[src/rtl/sar_search16.sv]
`default_nettype none
// ============================================================================
// Module      : sar_search16
// Description : Successive-approximation (binary) search over the signed
//               16-bit range. Drives a candidate value to an external signed
//               comparator and narrows [lo, hi] from its g/l/e response until
//               equality is found, the interval empties, or 17 samples are
//               taken.
// Revision    : 1.0 - initial release
// ----------------------------------------------------------------------------
// Parameters
//   SETTLE   : 0..7 wait cycles between a probe update and its sample
// Ports
//   clk      : clock, all state on rising edge
//   rst_n    : asynchronous active-low reset
//   start    : one-cycle search request (honoured only in IDLE)
//   abort    : synchronous cancel of a running search (no done pulse)
//   g, l, e  : comparator response: probe >, <, == target
//   probe    : signed candidate driven to comparator input A
//   busy     : search in progress
//   done     : one-cycle completion pulse
//   found    : valid with done, 1 = equality reached
//   result   : matched value, held until overwritten by a later match
//   nprobes  : number of samples taken in the last search
//   err      : invalid comparator response (error-check build only)
// Build option
//   SAR_SEARCH_ERRCHK_EN : when defined, a non-one-hot {g,l,e} in a sample
//                          ends the search with err=1, found=0. When not
//                          defined err is tied 0 and responses resolve with
//                          priority e > g > l (000 counts as l).
// ============================================================================
module sar_search16 #(
    parameter int unsigned SETTLE = 0
) (
    input  logic               clk,
    input  logic               rst_n,
    input  logic               start,
    input  logic               abort,
    input  logic               g,
    input  logic               l,
    input  logic               e,
    output logic signed [15:0] probe,
    output logic               busy,
    output logic               done,
    output logic               found,
    output logic signed [15:0] result,
    output logic [4:0]         nprobes,
    output logic               err
);

    typedef enum logic [1:0] {
        ST_IDLE   = 2'd0,
        ST_SETTLE = 2'd1,
        ST_SAMPLE = 2'd2,
        ST_DONE   = 2'd3
    } state_t;

    // Bounds are kept at 17 bits so that lo can step past 32767 and hi below
    // -32768, which is how an exhausted interval is detected.
    localparam logic signed [16:0] LO_INIT     = -17'sd32768;
    localparam logic signed [16:0] HI_INIT     = 17'sd32767;
    // (LO_INIT + HI_INIT) >>> 1 for the full range.
    localparam logic signed [15:0] FIRST_PROBE = -16'sd1;
    localparam logic [2:0]         SETTLE_LAST = (SETTLE == 0) ? 3'd0 : 3'(SETTLE - 1);
    localparam logic [4:0]         MAX_PROBES  = 5'd17;

    state_t                state_q;
    logic signed [16:0]    lo_q;
    logic signed [16:0]    hi_q;
    logic signed [15:0]    probe_q;
    logic [2:0]            settle_cnt_q;
    logic                  busy_q;
    logic                  done_q;
    logic                  found_q;
    logic signed [15:0]    result_q;
    logic [4:0]            nprobes_q;

    logic signed [16:0]    probe_ext;
    logic                  take_g;
    logic signed [16:0]    lo_d;
    logic signed [16:0]    hi_d;
    logic [17:0]           sum_d;
    logic [15:0]           mid_d;
    logic                  empty_d;
    logic [4:0]            nprobes_d;
    logic                  unused_sum_bits;

    // Narrowed interval and next midpoint, evaluated from the live comparator
    // response; only consumed in SAMPLE.
    always_comb begin
        probe_ext = {probe_q[15], probe_q};
        // e dominates; with the error check enabled the response is one-hot
        // whenever this path is taken, so the same decode serves both builds.
        take_g    = ~e & g;
        if (take_g) begin
            lo_d = lo_q;
            hi_d = probe_ext - 17'sd1;
        end else begin
            lo_d = probe_ext + 17'sd1;
            hi_d = hi_q;
        end
        sum_d     = {lo_d[16], lo_d} + {hi_d[16], hi_d};
        // Arithmetic shift right by one; while lo <= hi the midpoint always
        // fits in 16 bits, so the top sum bit carries no information.
        mid_d     = sum_d[16:1];
        empty_d   = (lo_d > hi_d);
        nprobes_d = nprobes_q + 5'd1;
    end

    assign unused_sum_bits = ^{sum_d[17], sum_d[0]};

`ifdef SAR_SEARCH_ERRCHK_EN
    logic err_q;
    logic resp_bad;

    // Exactly one of g/l/e: odd parity but not all three.
    assign resp_bad = ~((g ^ l ^ e) & ~(g & l & e));
    assign err      = err_q;
`else
    assign err      = 1'b0;
`endif

    always_ff @(posedge clk or negedge rst_n) begin
        if (!rst_n) begin
            state_q      <= ST_IDLE;
            lo_q         <= 17'sd0;
            hi_q         <= 17'sd0;
            probe_q      <= 16'sd0;
            settle_cnt_q <= 3'd0;
            busy_q       <= 1'b0;
            done_q       <= 1'b0;
            found_q      <= 1'b0;
            result_q     <= 16'sd0;
            nprobes_q    <= 5'd0;
`ifdef SAR_SEARCH_ERRCHK_EN
            err_q        <= 1'b0;
`endif
        end else begin
            case (state_q)
                ST_IDLE: begin
                    done_q <= 1'b0;
                    // A simultaneous abort cancels the request outright.
                    if (start && !abort) begin
                        lo_q         <= LO_INIT;
                        hi_q         <= HI_INIT;
                        probe_q      <= FIRST_PROBE;
                        nprobes_q    <= 5'd0;
                        busy_q       <= 1'b1;
                        settle_cnt_q <= 3'd0;
`ifdef SAR_SEARCH_ERRCHK_EN
                        err_q        <= 1'b0;
`endif
                        state_q      <= (SETTLE > 0) ? ST_SETTLE : ST_SAMPLE;
                    end
                end

                ST_SETTLE: begin
                    if (abort) begin
                        busy_q  <= 1'b0;
                        state_q <= ST_IDLE;
                    end else if (settle_cnt_q == SETTLE_LAST) begin
                        state_q <= ST_SAMPLE;
                    end else begin
                        settle_cnt_q <= settle_cnt_q + 3'd1;
                    end
                end

                ST_SAMPLE: begin
                    // Abort wins over whatever the comparator reports.
                    if (abort) begin
                        busy_q  <= 1'b0;
                        state_q <= ST_IDLE;
                    end else begin
                        nprobes_q <= nprobes_d;
`ifdef SAR_SEARCH_ERRCHK_EN
                        if (resp_bad) begin
                            err_q   <= 1'b1;
                            found_q <= 1'b0;
                            busy_q  <= 1'b0;
                            done_q  <= 1'b1;
                            state_q <= ST_DONE;
                        end else
`endif
                        if (e) begin
                            result_q <= probe_q;
                            found_q  <= 1'b1;
                            busy_q   <= 1'b0;
                            done_q   <= 1'b1;
                            state_q  <= ST_DONE;
                        end else if (empty_d || (nprobes_d == MAX_PROBES)) begin
                            found_q <= 1'b0;
                            busy_q  <= 1'b0;
                            done_q  <= 1'b1;
                            state_q <= ST_DONE;
                        end else begin
                            lo_q         <= lo_d;
                            hi_q         <= hi_d;
                            probe_q      <= mid_d;
                            settle_cnt_q <= 3'd0;
                            state_q      <= (SETTLE > 0) ? ST_SETTLE : ST_SAMPLE;
                        end
                    end
                end

                ST_DONE: begin
                    done_q  <= 1'b0;
                    state_q <= ST_IDLE;
                end

                default: begin
                    state_q <= ST_IDLE;
                end
            endcase
        end
    end

    assign probe   = probe_q;
    assign busy    = busy_q;
    assign done    = done_q;
    assign found   = found_q;
    assign result  = result_q;
    assign nprobes = nprobes_q;

endmodule
`default_nettype wire

[config.mk]
export PLATFORM = sky130hd
export DESIGN_NAME = sar_search16
export DESIGN_NICKNAME = d
export VERILOG_FILES = /design/src/rtl/sar_search16.sv
export SDC_FILE = /design/constraint.sdc
export NUM_CORES = 1
export LEC_CHECK = 0
export CAP_MARGIN = 20
export CORE_MARGIN = 5
export CORE_UTILIZATION = 40
export DETAILED_ROUTE_END_ITERATION = 10
export GPL_TIMING_DRIVEN = 0
export PLACE_DENSITY = 0.63
export SYNTH_ARGS = -nofsm -noshare
export SYNTH_HDL_FRONTEND = slang
export SYNTH_SLANG_ARGS = --single-unit
[constraint.sdc]
create_clock -name clk -period 6 [get_ports clk]
set_input_delay 1.2 -clock clk [delete_from_list [all_inputs] [get_ports clk]]
set_output_delay 1.2 -clock clk [all_outputs]
set_load 0.05 [all_outputs]
==> impl_metrics.toml <==
[flow_run]
maxCapViolations = 0

[cts]
clk_latency_ps = 350
cts_tree = "done"
cts.htree.levels = 3
cts.sinks = 79
cts_made_buffers = 9
cts_buffer_depth = 2
cts-root-buf = "clkbuf_16"
cts_hold_buffers = 0
clk_pin_slew_ps = 70

[die]
ioPinCount = 48
die-height_um = 127.1
rows = 42
core_area_mm2 = 0.01335
start_util = 0.4109
dieArea_mm2 = 0.01615
dieWidth_um = 127.1

[sta]
hold_viol = 0
final.period_utilization = 0.9559
slew_viol_final = 0
max_freq_mhz = 174.4
relSlewSlack = 0.5369
skew_ps = 7.058
min_period_ps = 5735
worstMarginPinSlew_ps = 690.1
setup_violations = 0
rsz0062_at_grt = "false"

[placed_design]
hpwlAfterDp_um = 11450
place_congestion = 0.8885
dpl_cell_area_mm2 = 0.006170
io_buffers = 44

[yosys]
syn_nets = 656
ys.flop_type = "dfrtp_1"
syn_area_mm2 = 0.005484
syn_avg_cell_area_um2 = 9.064
synth_seq_cells = 79
synth-edff-count = 0
synthArstFlopShare = 1.000
yosysWarnings = 0
syn_inst = 605
synth_cell_types = 71
yosysSeqAreaShare = 0.3605

[critical_path]
arrival_ps = 5940
critPathMaxStageDelay_ps = 570
critPathKind = "reg2reg"
cp_max_fo = 10
regToRegSetupSlack_ps = 260
worstPathRequired_ps = 6210
critPathSlowestCell = "or4b_1"
start_kind = "flop"
worstPathCellList = "inv_1 > ha_1 > or4b_1 > or3_1 > nor3_1 > xnor2_1 > nor2_1 > a21oi_1 > inv_1 > ha_1 > clkbuf_1 > or3b_1 > a31oi_1 > or3_1 > o311ai_2 > a21oi_1 > nor2_4 > buf_2 > a32oi_1"
end_kind = "flop"
rr_worst_depth = 19

[grt]
grt_first_pass_wirelength_um = 25270
grt_pass1_vias = 4832
grtUsageTotal = 0.1972
antenna_found_initial = 0
overflow = 0
grt_max_degree = 57

[drt]
drt_first_pass_iters = 5
drt_iter0_drc = 475
dr_total_vias = 4893
drc = 0
drt-total-wl_um = 15710
via_per_inst = 5.811
post_drt_wl_per_cell_um = 18.66
drtAntennaViolNets = 0

[run_status]
status = "completed"

[worst_hold_path]
holdPathStages = 2
hold_path.class = "reg2reg"

[cells_and_area]
drive_gt1_frac = 0.08408
fin_area_mm2 = 0.006470
syn2layout_area_growth_pct = 17.98
num_antenna_cells = 0
nets = 712
fillers = 1288
-- cell families after synthesis --
logic type      count (synthesis)  synth area share
compound gates                162            0.2051
mux                            21           0.04198
buf+inv                        81           0.06388
xor+xnor                       34           0.05430
simple gates                  183            0.1718
fa+ha+maj                      44            0.1018
other cells                     1         0.0006838
flops                          79            0.3605
-- Yosys cell counts, types with 7 or more instances --
cell	n	area [um2]
o21ai_1	8	40.04
or4_1	8	60.06
a21oi_1	28	140.1
nand3_1	15	75.07
dfrtp_1	79	1977
inv_1	45	168.9
ha_1	43	538.0
nor2_1	36	135.1
nand2b_1	8	50.05
a22o_1	19	166.4
buf_2	7	35.03
nor2b_1	8	50.05
mux2_2	12	135.1
xnor2_1	20	175.2
nor3_1	14	70.07
o21ai_0	41	205.2
nand2_1	56	210.2
xor2_1	14	122.6
or3_1	9	56.30
a2bb2oi_1	15	131.4
clkbuf_1	21	78.83
o22a_1	7	61.31
-- worst paths after layout --
check	endpoint	startpoint
worst max-delay path	probe[12]	probe[0]
worst min-delay path	result[15]	result[15]
worst max register to register	probe[12]	probe[0]
worst min register to register	result[15]	result[15]
max in group asynchronous	lo_q[12]	rst_n
min in group asynchronous	lo_q[7]	rst_n
-- metal layers --
| layer | up-vias | share of wire | track usage |
|---|---|---|---|
| li1 | 2277 | - | - |
| met5 | - | 0 | 0 |
| met1 | 2416 | 0.45 | 0.2652 |
| met4 | 0 | 0.021 | 0.07192 |
| met2 | 175 | 0.46 | 0.3204 |
| met3 | 25 | 0.064 | 0.03381 |
-- metrics by stage --
stage | hold slack, ps | instances | util | worst slack [ps] | setup TNS (ps)
6_report | 478.7 | 842 | 0.4847 | 264.6 | 0
5_1_grt | 498.5 | 842 | 0.4847 | 14.48 | 0
4_1_cts | 487.4 | 842 | 0.4841 | 126.3 | 0
3_5_place_dp | 473.5 | 826 | 0.4622 | -216.5 | -4598
3_3_place_gp | 461.1 | 825 | 0.4603 | -210.2 | -3908
2_1_floorplan | 456.0 | 605 | - | 1097 | 0
-- timing repair --
| action | 4_1_cts | 5_1_grt |
|---|---|---|
| endpoints found under the setup margin | 0 | 39 |
| buffers inserted | 0 | 0 |
| resized for setup | 0 | 2 |
| hold endpoints to repair | 0 | 0 |
-- layout make-up --
type                    count  area (um2)  share of cell area
multi-input cells         445        3164              0.4891
clock inverters             5       58.81            0.009089
repair buffers             45       465.4             0.07194
plain buffers              36       182.7             0.02823
inverters                  45       168.9             0.02611
well taps                 176       220.2             0.03404
flip-flops and latches     79        1977              0.3056
clock buffers              11       232.7             0.03597
-- flip-flops by register name (all words and copies together) (netlist names) --
name and count:
result 16, probe 16, lo_q 17, nprobes 5, settle_cnt_q 3, found 1
busy 1, done 1, hi_q 17, state_q 2
-- placed cells by master, fill, tap and decap left out, types with 5 or more instances in the layout --
master | synthesis | final
o21ai_0 | 41 | 41
ha_1 | 43 | 43
nand2_1 | 56 | 56
a21o_1 | 5 | 5
xnor2_1 | 20 | 20
nand2b_1 | 8 | 8
clkbuf_1 | 21 | 23
nor2_1 | 36 | 36
nor3_1 | 14 | 14
nor4_1 | 6 | 6
clkbuf_16 | 0 | 9
a2bb2oi_1 | 15 | 15
o22a_1 | 7 | 7
buf_2 | 7 | 7
inv_1 | 45 | 45
a21oi_1 | 28 | 28
o21ai_1 | 8 | 8
mux2i_1 | 5 | 5
clkdlybuf4s50_1 | 0 | 43
mux2_2 | 12 | 12
nor2b_1 | 8 | 8
a22o_1 | 19 | 19
xor2_1 | 14 | 14
dfrtp_1 | 79 | 79
nand4_1 | 6 | 6
or3_1 | 9 | 9
nand3_1 | 15 | 15
or4_1 | 8 | 8
-- critical path, delay by kind of cell (launching register included) --
kind | cells | cell delay (ps)
simple gates | 7 | 2230
compound gates | 5 | 1190
buf+inv | 4 | 980
fa+ha+maj | 2 | 530
flops | 1 | 490
xor+xnor | 1 | 160
Power is left out: the tool's default activity adds up to more than one toggle a clock period on the data nets, which glitch-free logic cannot reach.
